### config.mk
export PLATFORM = sky130hd
export DESIGN_NAME = sound_sequencer
export DESIGN_NICKNAME = d
export VERILOG_FILES = /design/src/rtl/sound_sequencer.sv
export SDC_FILE = /design/constraint.sdc
export NUM_CORES = 1
export LEC_CHECK = 0
export BUFFER_PORTS_ARGS = -buffer_cell sky130_fd_sc_hd__buf_2
export CORE_MARGIN = 2
export CORE_UTILIZATION = 50
export DETAILED_ROUTE_END_ITERATION = 7
export PLACE_DENSITY = 0.67
export SYNTH_ARGS = -nofsm -noshare
export SYNTH_HDL_FRONTEND = slang
export SYNTH_SLANG_ARGS = --single-unit
export TNS_END_PERCENT = 10
### constraint.sdc
create_clock -name clk -period 2.45 [get_ports clk]
set_input_delay 0.1225 -clock clk [delete_from_list [all_inputs] [get_ports clk]]
set_output_delay 0.1225 -clock clk [all_outputs]
set_load 0.02 [all_outputs]
### src/rtl/sound_sequencer.sv
// Sound sequencer: plays fixed square-wave note sequences (EAT / DIE) on a
// 1-bit gate for a downstream DAC ramp counter, with silent gaps between notes.
module sound_sequencer #(
  parameter int unsigned SCALE    = 64,   // clocks per half-period code unit
  parameter int unsigned NOTE_CYC = 4096, // clocks per note
  parameter int unsigned GAP_CYC  = 512   // clocks of silence between notes
) (
  input  logic clk,
  input  logic rst,
  input  logic good_coll,
  input  logic bad_coll,
  input  logic mute,
  output logic at_max,
  output logic playing
);

  typedef enum logic [1:0] {StIdle, StPlay, StGap} state_e;

  localparam int unsigned MaxCyc = (NOTE_CYC > GAP_CYC) ? NOTE_CYC : GAP_CYC;
  localparam int unsigned DurW   = $clog2(MaxCyc + 1);
  // Wide enough for the largest code (9) times SCALE.
  localparam int unsigned HalfW  = $clog2(9 * SCALE + 1);

  state_e           r_state, w_state_d;
  logic             r_is_die, w_is_die_d;
  logic [1:0]       r_idx, w_idx_d;
  logic [DurW-1:0]  r_dur, w_dur_d;
  logic [HalfW-1:0] r_half, w_half_d;
  logic             r_phase, w_phase_d;
  logic             r_at_max, r_playing;

  logic [3:0]       w_code;
  logic [HalfW-1:0] w_half_len;
  logic [1:0]       w_last_idx;
  logic             w_trig, w_trig_die, w_trig_eat;

  // Half-period code lookup for the current sequence and note.
  always_comb begin
    w_code = 4'd0;
    if (r_is_die) begin
      unique case (r_idx)
        2'd0: w_code = 4'd3;
        2'd1: w_code = 4'd5;
        2'd2: w_code = 4'd7;
        2'd3: w_code = 4'd9;
        default: w_code = 4'd0;
      endcase
    end else begin
      unique case (r_idx)
        2'd0: w_code = 4'd4;
        2'd1: w_code = 4'd2;
        default: w_code = 4'd0;
      endcase
    end
  end

  assign w_half_len = HalfW'(w_code) * HalfW'(SCALE);
  assign w_last_idx = r_is_die ? 2'd3 : 2'd1;

  // DIE always wins; EAT is dropped while a DIE sequence is active.
  assign w_trig_die = bad_coll;
  assign w_trig_eat = good_coll && !bad_coll && !(r_is_die && (r_state != StIdle));
  assign w_trig     = w_trig_die || w_trig_eat;

  // Next-state, counter and output-next logic.
  always_comb begin
    w_state_d  = r_state;
    w_is_die_d = r_is_die;
    w_idx_d    = r_idx;
    w_dur_d    = r_dur;
    w_half_d   = r_half;
    w_phase_d  = r_phase;

    unique case (r_state)
      StIdle: begin
        w_idx_d   = 2'd0;
        w_dur_d   = '0;
        w_half_d  = '0;
        w_phase_d = 1'b0;
      end
      StPlay: begin
        if (r_dur == DurW'(NOTE_CYC - 1)) begin
          w_dur_d   = '0;
          w_half_d  = '0;
          w_phase_d = 1'b0;
          if (r_idx == w_last_idx) begin
            w_state_d = StIdle;
            w_idx_d   = 2'd0;
          end else begin
            w_state_d = StGap;
          end
        end else begin
          w_dur_d = r_dur + DurW'(1);
          if (r_half == w_half_len - HalfW'(1)) begin
            w_half_d  = '0;
            w_phase_d = ~r_phase;
          end else begin
            w_half_d = r_half + HalfW'(1);
          end
        end
      end
      StGap: begin
        if (r_dur == DurW'(GAP_CYC - 1)) begin
          w_state_d = StPlay;
          w_dur_d   = '0;
          w_half_d  = '0;
          w_phase_d = 1'b1;
          w_idx_d   = r_idx + 2'd1;
        end else begin
          w_dur_d = r_dur + DurW'(1);
        end
      end
      default: w_state_d = StIdle;
    endcase

    if (w_trig) begin
      w_state_d  = StPlay;
      w_is_die_d = w_trig_die;
      w_idx_d    = 2'd0;
      w_dur_d    = '0;
      w_half_d   = '0;
      w_phase_d  = 1'b1;
    end
  end

  // State, counters and registered outputs; outputs track the next state.
  always_ff @(posedge clk) begin
    if (rst) begin
      r_state   <= StIdle;
      r_is_die  <= 1'b0;
      r_idx     <= 2'd0;
      r_dur     <= '0;
      r_half    <= '0;
      r_phase   <= 1'b0;
      r_at_max  <= 1'b0;
      r_playing <= 1'b0;
    end else begin
      r_state   <= w_state_d;
      r_is_die  <= w_is_die_d;
      r_idx     <= w_idx_d;
      r_dur     <= w_dur_d;
      r_half    <= w_half_d;
      r_phase   <= w_phase_d;
      r_at_max  <= (w_state_d == StPlay) && w_phase_d && !mute;
      r_playing <= (w_state_d != StIdle);
    end
  end

  assign at_max  = r_at_max;
  assign playing = r_playing;

endmodule

======== Word level (Yosys, flattened, before mapping) ========
Index checks and enable logic that the tools add are counted.
cells by class
  equal/unequal tests ..................... 13
  add/subtract/negate cells ............... 4
  mux-type cells .......................... 25
  bitwise gates (word level) .............. 1
  reductions and logical operators ........ 17
operator list
  kind                     number
  $pmux W13 S3             1
  $mux W10                 3
  $pmux W10 S3             1
  $mux W13                 2
  $mux W2                  8
  $pmux W4 S4              1
  $add A13 B1 Y13 const B  1
  $eq A13 B12 Y1 const B   1
  $eq A13 B9 Y1 const B    1
  $pmux W2 S3              2
  $add A10 B1 Y10 const B  1
  $eq A10 B10 Y1           1
  $sub A10 B1 Y10 const B  1
  $eq A2 B1 Y1 const B     3
  $eq A2 B2 Y1 const B     3
  $ne A2 B2 Y1 const B     3
  $pmux W3 S2              1
  $logic_and A1 B1 Y1      5
  $logic_not A2 Y1         2
  $mux W1                  4
  $mux W4                  1
  $reduce_and A4 Y1        1
  $reduce_bool A2 Y1       2
  $logic_not A1 Y1         3
  other kinds (8)          8
storage, ports and cells
  register bits after elaboration ......... 31
  input bits .............................. 5
  output and inout bits ................... 2
  word-level logic and storage cells ...... 68

======== Depth between registers and ports, before layout ========
Gate-level depths: netlist (run 1).
  word-level depth ........................ 11
  mapped depth ............................ 9
  gate-level depth less buffers ........... 8

======== Least setup slack after synthesis (run 1) ========
OpenSTA, ideal clock, no wires.
  path type ............................... flip-flop to flip-flop
  from .................................... register r_dur[0]
  to ...................................... register r_at_max, in the netlist at_max
  period minus slack after synthesis ...... 2.179 ns
  path slack .............................. 0.271 ns
  stages on the path, launching flop included .. 8
  path buffers ............................ 0
  data required time ...................... 2.364 ns
  arrival time ............................ 2.093 ns
  library setup time ...................... 0.086 ns
  path through ............................ dfxtp_1 > ha_1 > nand4_2 > or4_4 > o31ai_4 > nand2_1 > a41o_1 > a211oi_1
on the way
  word-level cells in the longest chain between the ends .. 7
  elaborated cells on any way between the ends .. 13
  classes of those cells .................. 3 x eq/ne; 8 x mux; 2 x reduce/logical
ends and longest elaborated chain
  item                                                    line     RTL
  start, declared                                         27       logic [DurW-1:0] r_dur, w_dur_d;
  start signal, assigned                                  141      r_dur <= w_dur_d;
  $eq A13 B9 Y1 / $eq A13 B12 Y1 (equally long branches)  103, 82
  $mux W2, on equally long branches                       103, 82
  $pmux W2 S3                                             74       unique case (r_state)
  $mux W2                                                 116      if (w_trig) begin
  $eq A2 B1 Y1                                            144      r_at_max <= (w_state_d == StPlay) && w_phase_d && !mute;
  $logic_and A1 B1 Y1 * (2 in series)                     144
  end signal, assigned                                    144
  end, declared                                           30       logic r_at_max, r_playing;
Mark *: on every way between the ends. The rest lies on a longest branch, timed or not.
A chain may end at the register's enable or synchronous reset.

======== Final worst setup path (run 1) ========
  from .................................... register r_dur[1]
  to ...................................... register r_at_max, in the netlist at_max
The elaborated chain is that of the path after synthesis.

==> flow_metrics.tcl, run 1 <==
set metrics [dict create \
    status "finished clean" \
    synth_edf_count 0 \
    drtIter0Drc 95 \
    wl_per_cell_um 12.9 \
    path_max_fanout 5 \
    post-route-min-period_ns 2.24 \
    tightestPinTransition_ns 0.411 \
    ys_ff_latch 31 \
    ctsHoldBuffers 0 \
    dieWidth_um 63.6 \
    cts.htree.levels 2 \
    finalCritPeriodShare_pct 91.5 \
    grt_max_degree 17 \
    min_from "rst" \
    whs_path_depth 2 \
    clkTransAtPathRegs_ns 0.08 \
    skew_ns 0.00894 \
    final_max_slew_viol_count 0 \
    rsz0062_at_grt "false" \
    ys_types 43 \
    die_y_um 63.6 \
    hpwl_um 2680 \
    vias 1478 \
    path_cells "ha_4 -> nand4_2 -> or4_4 -> o31ai_4 -> nand2_1 -> a41o_1 -> a211oi_1" \
    wirelength_um 3480 \
    final_cell_mix "30 x dfxtp_1, 25 x nor2_1, 21 x nand2_1" \
    path_buf_inv 0 \
    grt_pass1_wl_um 6220 \
    route.detailed.drc 0 \
    r2r_cells 7 \
    hold_end "r_is_die" \
    gp_congestion 0.804 \
    nets 240 \
    synth_async_sr_flop_share_pct 0 \
    antennaDiodeCount 0 \
    path_class "reg -> reg" \
    ys_seq_area_share_pct 35.0 \
    critPathRequiredTime_ns 2.69 \
    synthCells 213 \
    num_rows 21 \
    critPathMaxStageDelay_ns 0.59 \
    antenna_left 0 \
    finalSetupViolations 0 \
    post_cts_resized 0 \
    worstPathArrival_ns 2.48 \
    slowest_stage "or4_4" \
    power_uw 845 \
    r2r_slack_ns 0.21 \
    critPathCaptureType "flop" \
    drv_cap 0 \
    start_util_pct 52.8 \
    worstReg2RegEnd "at_max" \
    final_common_cell "dfxtp_1" \
    dp_slack_ns 0.110 \
    grt_overflow 0 \
    r2r-start "r_dur[1]" \
    final.setup.tns_ns 0 \
    cts_buffers 5 \
    synth.area.top_cells "dfxtp_1 35%, ha_1 7.0%, xor2_1 5.4%, nor2_1 5.3%, nand2_1 4.4%" \
    syn_area_per_cell_um2 8.34 \
    synth_top_area_cell "dfxtp_1" \
    areaGrowthSynthToFinish_pct 8.32 \
    synth_top_cell_area_share_pct 35.0 \
    antenna_found_initial 0 \
    drt-pass1-iter-count 4 \
    fmax_mhz 446 \
    routed_via_density 5.47 \
    total_leakage_power_uw 0.000706 \
    grt_pass1_vias 1398 \
    layout-drive-gt1-share_pct 12.1 \
    cts_root_buffer "clkbuf_4" \
    powerDensity_nw_per_um2 440 \
    yosys_warnings 0 \
    cp_top_family "simple AND/OR/NAND/NOR gates" \
    post_cts_buffers 0 \
    ys.flop_type "dfxtp_1" \
    worstHoldPathType "in -> reg" \
    cts_sinks 31 \
    cts_tree "yes" \
    slew_headroom_pct 72.6 \
    clockBufferDepth 2 \
    worst_skew_pair.late_latency_ns 0.32 \
    setup_slack_ns 0.208 \
    ir_drop_v 0.000293 \
    coreArea_um2 3360 \
    startpoint_type "flop" \
    die-area_um2 4040 \
    syn-num-nets 228 \
    io_pins 7 \
    hold_viol 0 \
    grt_use_total_pct 19.6 \
    port_buffers 6 \
    netlist_area_um2 1780 \
]
[logic make-up after synthesis]
| kind of cell | synth area share, % |
|---|---|
| adder cells (fa/ha/maj) | 7.05 |
| flip-flops | 35.0 |
| XOR/XNOR | 8.88 |
| AO/OA/AOI/OAI | 18.7 |
| AND/OR/NAND/NOR | 26.1 |
| buffers and inverters | 3.24 |
| multiplexers | 1.13 |
[power breakdown]
part           leakage (uW)  total, uW  switching, uW  internal [uW]
logic              0.000430       71.6           42.3           29.3
registers          0.000252        518           7.10            510
clock network     0.0000242        256            154            102
total              0.000706        845            204            642
[layer usage]
metal | share of wire (%) | up-vias | track usage [%] | routed length, um
met5 | 0 | - | 0 | 0
met4 | 0.60 | 0 | 6.52 | 21
met3 | 3.6 | 2 | 5.89 | 125
met2 | 49 | 22 | 32.9 | 1720
met1 | 46 | 676 | 23.8 | 1620
li1 | - | 778 | - | -
[cell usage after synthesis (5+ instances only)]
master and instances:
nor2_1 25, dfxtp_1 31, inv_1 6, ha_1 10
xnor2_1 7, a21oi_1 13, o21ai_0 15, nor2b_1 5
nand4_1 5, xor2_1 11, nand3_1 7, nor3_1 5
nand2_1 21
[state kept, by name, indices dropped and copies added (netlist names)]
| register | flops |
|---|---|
| r_is_die | 1 |
| at_max | 1 |
| r_dur | 13 |
| r_phase | 1 |
| r_idx | 2 |
| playing | 1 |
| r_half | 10 |
| r_state | 2 |
[cell type report]
| type | instances | area (um2) |
|---|---|---|
| sequential | 31 | 622 |
| timing repair buffer | 11 | 67.6 |
| multi-input combinational | 170 | 1110 |
| tap | 46 | 57.6 |
| inverter | 6 | 22.5 |
| fill | 346 | 1440 |
| clock buffer | 6 | 41.3 |
[metrics by stage]
step	hold slack, ns	instance area [um2]	utilization, %	cells
5_1_grt	0.0396	1920	57.2	270
3_5_place_dp	0.376	1870	55.5	264
3_3_place_gp	0.358	1870	55.5	264
6_report	0.0364	1920	57.2	270
4_1_cts	0.0186	1910	56.7	270
2_1_floorplan	0.192	1780	-	213
[worst max-delay path by stage]
| stage | start | end | slack (ns) | cells after the start |
|---|---|---|---|---|
| CTS | r_dur[0] | r_half[9] | 0.10 | 7 |
| floorplan | r_dur[0] | at_max | 0.27 | 7 |
| finish | r_dur[1] | at_max | 0.21 | 7 |
| global placement | r_dur[0] | r_half[9] | 0.19 | 7 |
| detailed placement | r_dur[0] | r_half[9] | 0.11 | 7 |
| global route | r_dur[1] | at_max | 0.03 | 7 |
Power figures use the tool's default switching activity.
==> run 2, diff against run 1 <==
--- a/config.mk
+++ b/config.mk
@@ -5,6 +5,7 @@
 export SDC_FILE = /design/constraint.sdc
 export NUM_CORES = 1
 export LEC_CHECK = 0
+export ABC_AREA = 1
 export BUFFER_PORTS_ARGS = -buffer_cell sky130_fd_sc_hd__buf_2
 export CORE_MARGIN = 2
 export CORE_UTILIZATION = 50
==> flow_metrics.tcl, run 2 <==
set metrics [dict create \
    grt_overflow 0 \
    synthTopCellsByCount "73 x nand2_1, 35 x inv_1, 31 x a21oi_1, 31 x dfxtp_1, 27 x nand3_1" \
    ys_seq_area_share_pct 32.0 \
    tightestPinTransition_ns 0.494 \
    gp_congestion 0.845 \
    port_buffers 6 \
    vias 1763 \
    drv_cap 0 \
    hpwl_um 2910 \
    antennaDiodeCount 0 \
    p_sw_share_pct 25.0 \
    antenna_left 0 \
    fmax_mhz 516 \
    synth_async_sr_flop_share_pct 0 \
    ys_ff_latch 31 \
    grt_pass1_wl_um 7000 \
    antenna_found_initial 0 \
    rsz0062_at_grt "false" \
    p_switching_uw 266 \
    ys.flop_type "dfxtp_1" \
    total_leakage_power_uw 0.000860 \
    cts_buffers 5 \
    path_max_fanout 17 \
    finalCritPeriodShare_pct 79.1 \
    drt-pass1-iter-count 4 \
    coreArea_um2 3690 \
    worstHoldPathType "in -> reg" \
    final_max_slew_viol_count 0 \
    die_y_um 66.3 \
    clockBufferDepth 2 \
    power_frac_comb_pct 9.6 \
    netlist_area_um2 1940 \
    startpoint_type "flop" \
    synth_edf_count 0 \
    dpl-instance-area_um2 2010 \
    routed_via_density 5.11 \
    skew_ns 0.00445 \
    num_rows 22 \
    yosys_warnings 0 \
    syn-num-nets 301 \
    clockPowerShare_pct 41.7 \
    post_cts_buffers 0 \
    clkTransAtPathRegs_ns 0.06 \
    worst_skew_pair.late_latency_ns 0.28 \
    largest_register "r_dur" \
    syn_area_per_cell_um2 6.78 \
    post-route-min-period_ns 1.94 \
    dieWidth_um 66.3 \
    finalSetupViolations 0 \
    nets 311 \
    grt_use_total_pct 20.7 \
    dp_slack_ns 0.522 \
    cts_sinks 31 \
    areaGrowthSynthToFinish_pct 9.10 \
    cts_tree "yes" \
    setup_slack_ns 0.513 \
    path_class "reg -> reg" \
    wl_per_cell_um 11.1 \
    min_from "rst" \
    cts_root_buffer "clkbuf_8" \
    cts.htree.levels 2 \
    reg.largest.list "r_dur x13, r_half x10" \
    route.detailed.drc 0 \
    final_common_cell "nand2_1" \
    post-synth-top-count-cell "nand2_1" \
    ctsHoldBuffers 0 \
    nFillCells 380 \
    ir_drop_v 0.000382 \
    slew_headroom_pct 67.1 \
    final.setup.tns_ns 0 \
    hold_viol 0 \
    ys_types 35 \
    start_util_pct 52.5 \
    synthCells 286 \
    worstPathArrival_ns 2.15 \
    synth_top_cell_area_share_pct 32.0 \
    synth.area.top_cells "dfxtp_1 32%, nand2_1 14%, a21oi_1 8.0%, nand3_1 7.0%, inv_1 6.8%" \
    post_cts_resized 0 \
    largest_reg_flops 13 \
    synth_top_area_cell "dfxtp_1" \
    wirelength_um 3850 \
    die-area_um2 4390 \
    crit_start "r_state[1]" \
    grt_pass1_vias 1659 \
    holdWs_ns 0.0692 \
    stdcell_area_um2 2110 \
    power_uw 1070 \
    drtIter0Drc 139 \
    critPathRequiredTime_ns 2.67 \
    power.internal_uw 800 \
    grt_max_degree 18 \
    layout-drive-gt1-share_pct 11.1 \
    status "finished clean" \
    powerDensity_nw_per_um2 504 \
    critPathCaptureType "flop" \
    r2r-start "r_state[1]" \
    final_cell_mix "73 x nand2_1, 35 x inv_1, 31 x a21oi_1, 31 x dfxtp_1, 27 x nand3_1" \
    power_frac_seq_pct 48.7 \
    io_pins 7 \
]
==> run 2: changes by cell type in the layout (fill, tap and decap cells not counted), moves of 4 or more <==
cell,before,now
a21oi_1,13,31
o21ai_0,15,5
nand3_1,7,27
clkbuf_4,5,0
inv_1,6,35
xor2_1,11,6
nand2_1,21,73
xnor2_1,7,1
buf_4,5,0
nand2_2,0,5
nand2b_1,4,0
clkbuf_8,0,7
nor2b_1,5,0
and2_1,4,0
==> run 2: layout make-up <==
| cell class | instances | area, um2 | share of cell area (%) |
|---|---|---|---|
| Sequential cell | 31 | 621 | 29.3 |
| Tap cell | 48 | 60.1 | 2.84 |
| Inverter | 39 | 148 | 6.98 |
| Multi-Input combinational cell | 213 | 1160 | 54.7 |
| Clock buffer | 8 | 100 | 4.73 |
| Timing Repair Buffer | 6 | 30.0 | 1.42 |
==> run 2: per-layer routing <==
metal | track usage [%] | share of wire [%] | vias up
met5 | 0 | 0 | -
met4 | 7.40 | 1.7 | 0
met3 | 5.11 | 4.2 | 6
met2 | 30.0 | 38 | 34
met1 | 29.6 | 56 | 773
li1 | - | - | 950
==> run 2: kinds of logic (layout without fill, tap and decap cells) <==
group / count (synthesis) / after routing / share of synthesized area [%]
xor gates and xnor gates: 7 / 7 / 3.16
buffers and inverters: 42 / 53 / 8.33
adders and majority gates: 10 / 10 / 6.46
and+or+nand+nor: 150 / 150 / 36.6
AOI/OAI and AO/OA: 46 / 46 / 13.4
DFF: 31 / 31 / 32.0
==> run 2: power groups by stage <==
stage | combinational (uW) | sequential [uW] | clock (uW)
after floorplan | 77.5 | 530 | 0
final | 102 | 519 | 445
after global placement | 101 | 530 | 0
after CTS | 102 | 519 | 455
after global routing | 116 | 521 | 472
after detailed placement | 101 | 531 | 0
==> run 2: final timing paths <==
path | end | cells after the start | slack [ns]
min | r_phase | 2 | 0.07
max reg2reg | r_half[6] | 11 | 0.51
max | r_half[6] | 11 | 0.51
min reg2reg | r_dur[1] | 2 | 0.49
==> run 2: worst max-delay path, stage by stage (launching register included) <==
cell,delay [ns]
dfxtp_1,0.40
inv_1,0.10
ha_1,0.20
inv_1,0.08
nand2_1,0.07
a21oi_2,0.21
inv_2,0.06
nor2_2,0.17
inv_2,0.18
a21oi_1,0.21
nand2_1,0.08
a21oi_1,0.11
==> run 2: per-stage QoR <==
| step | cells | utilization [%] |
|---|---|---|
| detailed placement | 337 | 54.6 |
| CTS | 345 | 57.3 |
| global route | 345 | 57.3 |
| global placement | 337 | 54.6 |
| finish | 345 | 57.3 |
| floorplan | 286 | - |
==> run 3, diff against run 2 <==
--- a/config.mk
+++ b/config.mk
@@ -10,7 +10,7 @@
 export CORE_MARGIN = 2
 export CORE_UTILIZATION = 50
 export DETAILED_ROUTE_END_ITERATION = 7
-export PLACE_DENSITY = 0.67
+export PLACE_DENSITY = 0.69
 export SYNTH_ARGS = -nofsm -noshare
 export SYNTH_HDL_FRONTEND = slang
 export SYNTH_SLANG_ARGS = --single-unit
==> constraint.sdc (replaced) <==
create_clock -name clk -period 1.7 [get_ports clk]
set_input_delay 0.085 -clock clk [delete_from_list [all_inputs] [get_ports clk]]
set_output_delay 0.085 -clock clk [all_outputs]
set_load 0.02 [all_outputs]
==> flow_metrics.tcl, run 3 (synthesis results as in run 2) <==
set metrics [dict create \
    slowest_stage "dfxtp_4" \
    wl_met1_um 2340 \
    cts.htree.levels 2 \
    coreArea_um2 3690 \
    regArea_um2 631 \
    cts_root_buffer "clkbuf_8" \
    cp_top_family "simple AND/OR/NAND/NOR gates" \
    grt_pass1_wl_um 7600 \
    critPathMaxStageDelay_ns 0.37 \
    worstHoldPathType "in -> reg" \
    cts_tree "yes" \
    final_common_cell "nand2_1" \
    tightestPinTransition_ns 0.270 \
    drt-pass1-iter-count 4 \
    fmax_mhz 607 \
    worst_skew_pair.late_latency_ns 0.29 \
    ir_drop_v 0.000449 \
    slew_headroom_pct 81.9 \
    skew_ns 0.00398 \
    nFillCells 321 \
    grt_use_total_pct 22.8 \
    port_buffers 6 \
    nets 349 \
    worstReg2RegEnd "r_half[0]" \
    hold_end "at_max" \
    layout-drive-gt1-share_pct 31.3 \
    cts_sinks 31 \
    path_max_fanout 7 \
    fin_util_pct 69.8 \
    ctsHoldBuffers 0 \
    areaGrowthSynthToFinish_pct 32.9 \
    wl_met2_um 2060 \
    powerDensity_nw_per_um2 592 \
    status "finished clean" \
    post-route-min-period_ns 1.65 \
    finalCritPeriodShare_pct 96.9 \
    path_buf_inv 2 \
    critPathCaptureType "flop" \
    largest_reg_flops 13 \
    top_layer "met4" \
    rsz0062_at_grt "true" \
    crit_start "r_idx[0]" \
    drtIter0Drc 91 \
    final_cell_mix "64 x nand2_1, 36 x buf_4, 31 x inv_1" \
    hold_viol 0 \
    holdWs_ns 0.0401 \
    route.detailed.drc 0 \
    wirelength_um 4690 \
    routed_via_density 5.10 \
    path_cells "inv_2 -> ha_4 -> nand2_1 -> nand3_1 -> nand3_1 -> nand2_2 -> nand3_2 -> nand2_2 -> inv_2 -> o21ai_4 -> a21oi_1" \
    reg.largest.list "r_dur x13, r_half x10" \
    antenna_found_initial 0 \
    wl_met3_um 227 \
    largest_register "r_dur" \
    r2r_slack_ns 0.05 \
    whs_path_depth 4 \
    wl_per_cell_um 12.2 \
    total_leakage_power_uw 0.00110 \
    cts_buffers 5 \
    dpl-instance-area_um2 2220 \
    clkTransAtPathRegs_ns 0.06 \
    stdcell_area_um2 2570 \
    grt_pass1_vias 1730 \
    hpwl_um 3220 \
    multi_input_area_um2 1340 \
    r2r_cells 11 \
    startpoint_type "flop" \
    io_pins 7 \
    clockBufferDepth 2 \
    path_class "reg -> reg" \
    drv_cap 0 \
    die_y_um 66.3 \
    grt_max_degree 14 \
    num_rows 22 \
    start_util_pct 52.5 \
    grt_overflow 0 \
    antennaDiodeCount 0 \
    dp_slack_ns -0.0496 \
    gp_congestion 0.818 \
    worstPathArrival_ns 1.81 \
    antenna_left 0 \
    die-area_um2 4390 \
    setup_slack_ns 0.0524 \
    critPathRequiredTime_ns 1.86 \
    min_from "mute" \
    finalSetupViolations 0 \
    final_max_slew_viol_count 0 \
    dieWidth_um 66.3 \
    vias 1955 \
    r2r-start "r_idx[0]" \
]
-- run 3: final cells by class --
type	count	share of cell area, %
tap	48	2.33
timing repair buffer	43	12.1
clock inverter	1	0.194
sequential	31	24.5
clock buffer	7	2.96
inverter	39	5.93
multi-input combinational	214	52.0
-- run 3: worst max-delay path by stage --
stage	to	slack, ns	depth (start not counted)
after floorplan	r_dur[4]	0.06	11
after global placement	playing	0.004	11
after detailed placement	r_half[0]	-0.05	12
after CTS	r_half[9]	-0.02	12
after global routing	at_max	-0.09	12
final	r_half[0]	0.05	11
-- run 3: worst min-delay path: cells and delay by family --
kind	cells	cell delay (ns)
buffers and inverters	1	0.08
AND/OR/NAND/NOR	1	0.05
AO/OA/AOI/OAI	2	0.07
-- run 3: metal layers --
metal | GRT usage [%] | up-vias
met1 | 31.9 | 891
met2 | 34.3 | 31
met4 | 7.14 | 0
li1 | - | 1028
met3 | 5.79 | 5
met5 | 0 | -
-- run 3: repair_timing --
item / 4_1_cts / 5_1_grt
cloned: 0 / 1
setup buffers: 0 / 9
pin swaps: 1 / 10
resized for setup: 11 / 42
setup endpoints to repair: 9 / 27
endpoints found under the hold margin: 0 / 0
-- run 3: where the power goes --
group | switching (uW) | total [uW] | internal, uW
Combinational | 134 | 218 | 84.4
Clock | 276 | 563 | 287
Sequential | 7.14 | 744 | 737
Total | 417 | 1520 | 1110
-- run 3: stage by stage --
step | cells | setup TNS [ns] | power [uW]
finish | 383 | 0 | 1520
global route | 383 | -0.576 | 1590
CTS | 373 | -0.0367 | 1490
detailed placement | 365 | -0.269 | 933
global placement | 365 | 0 | 931
floorplan | 286 | 0 | 876
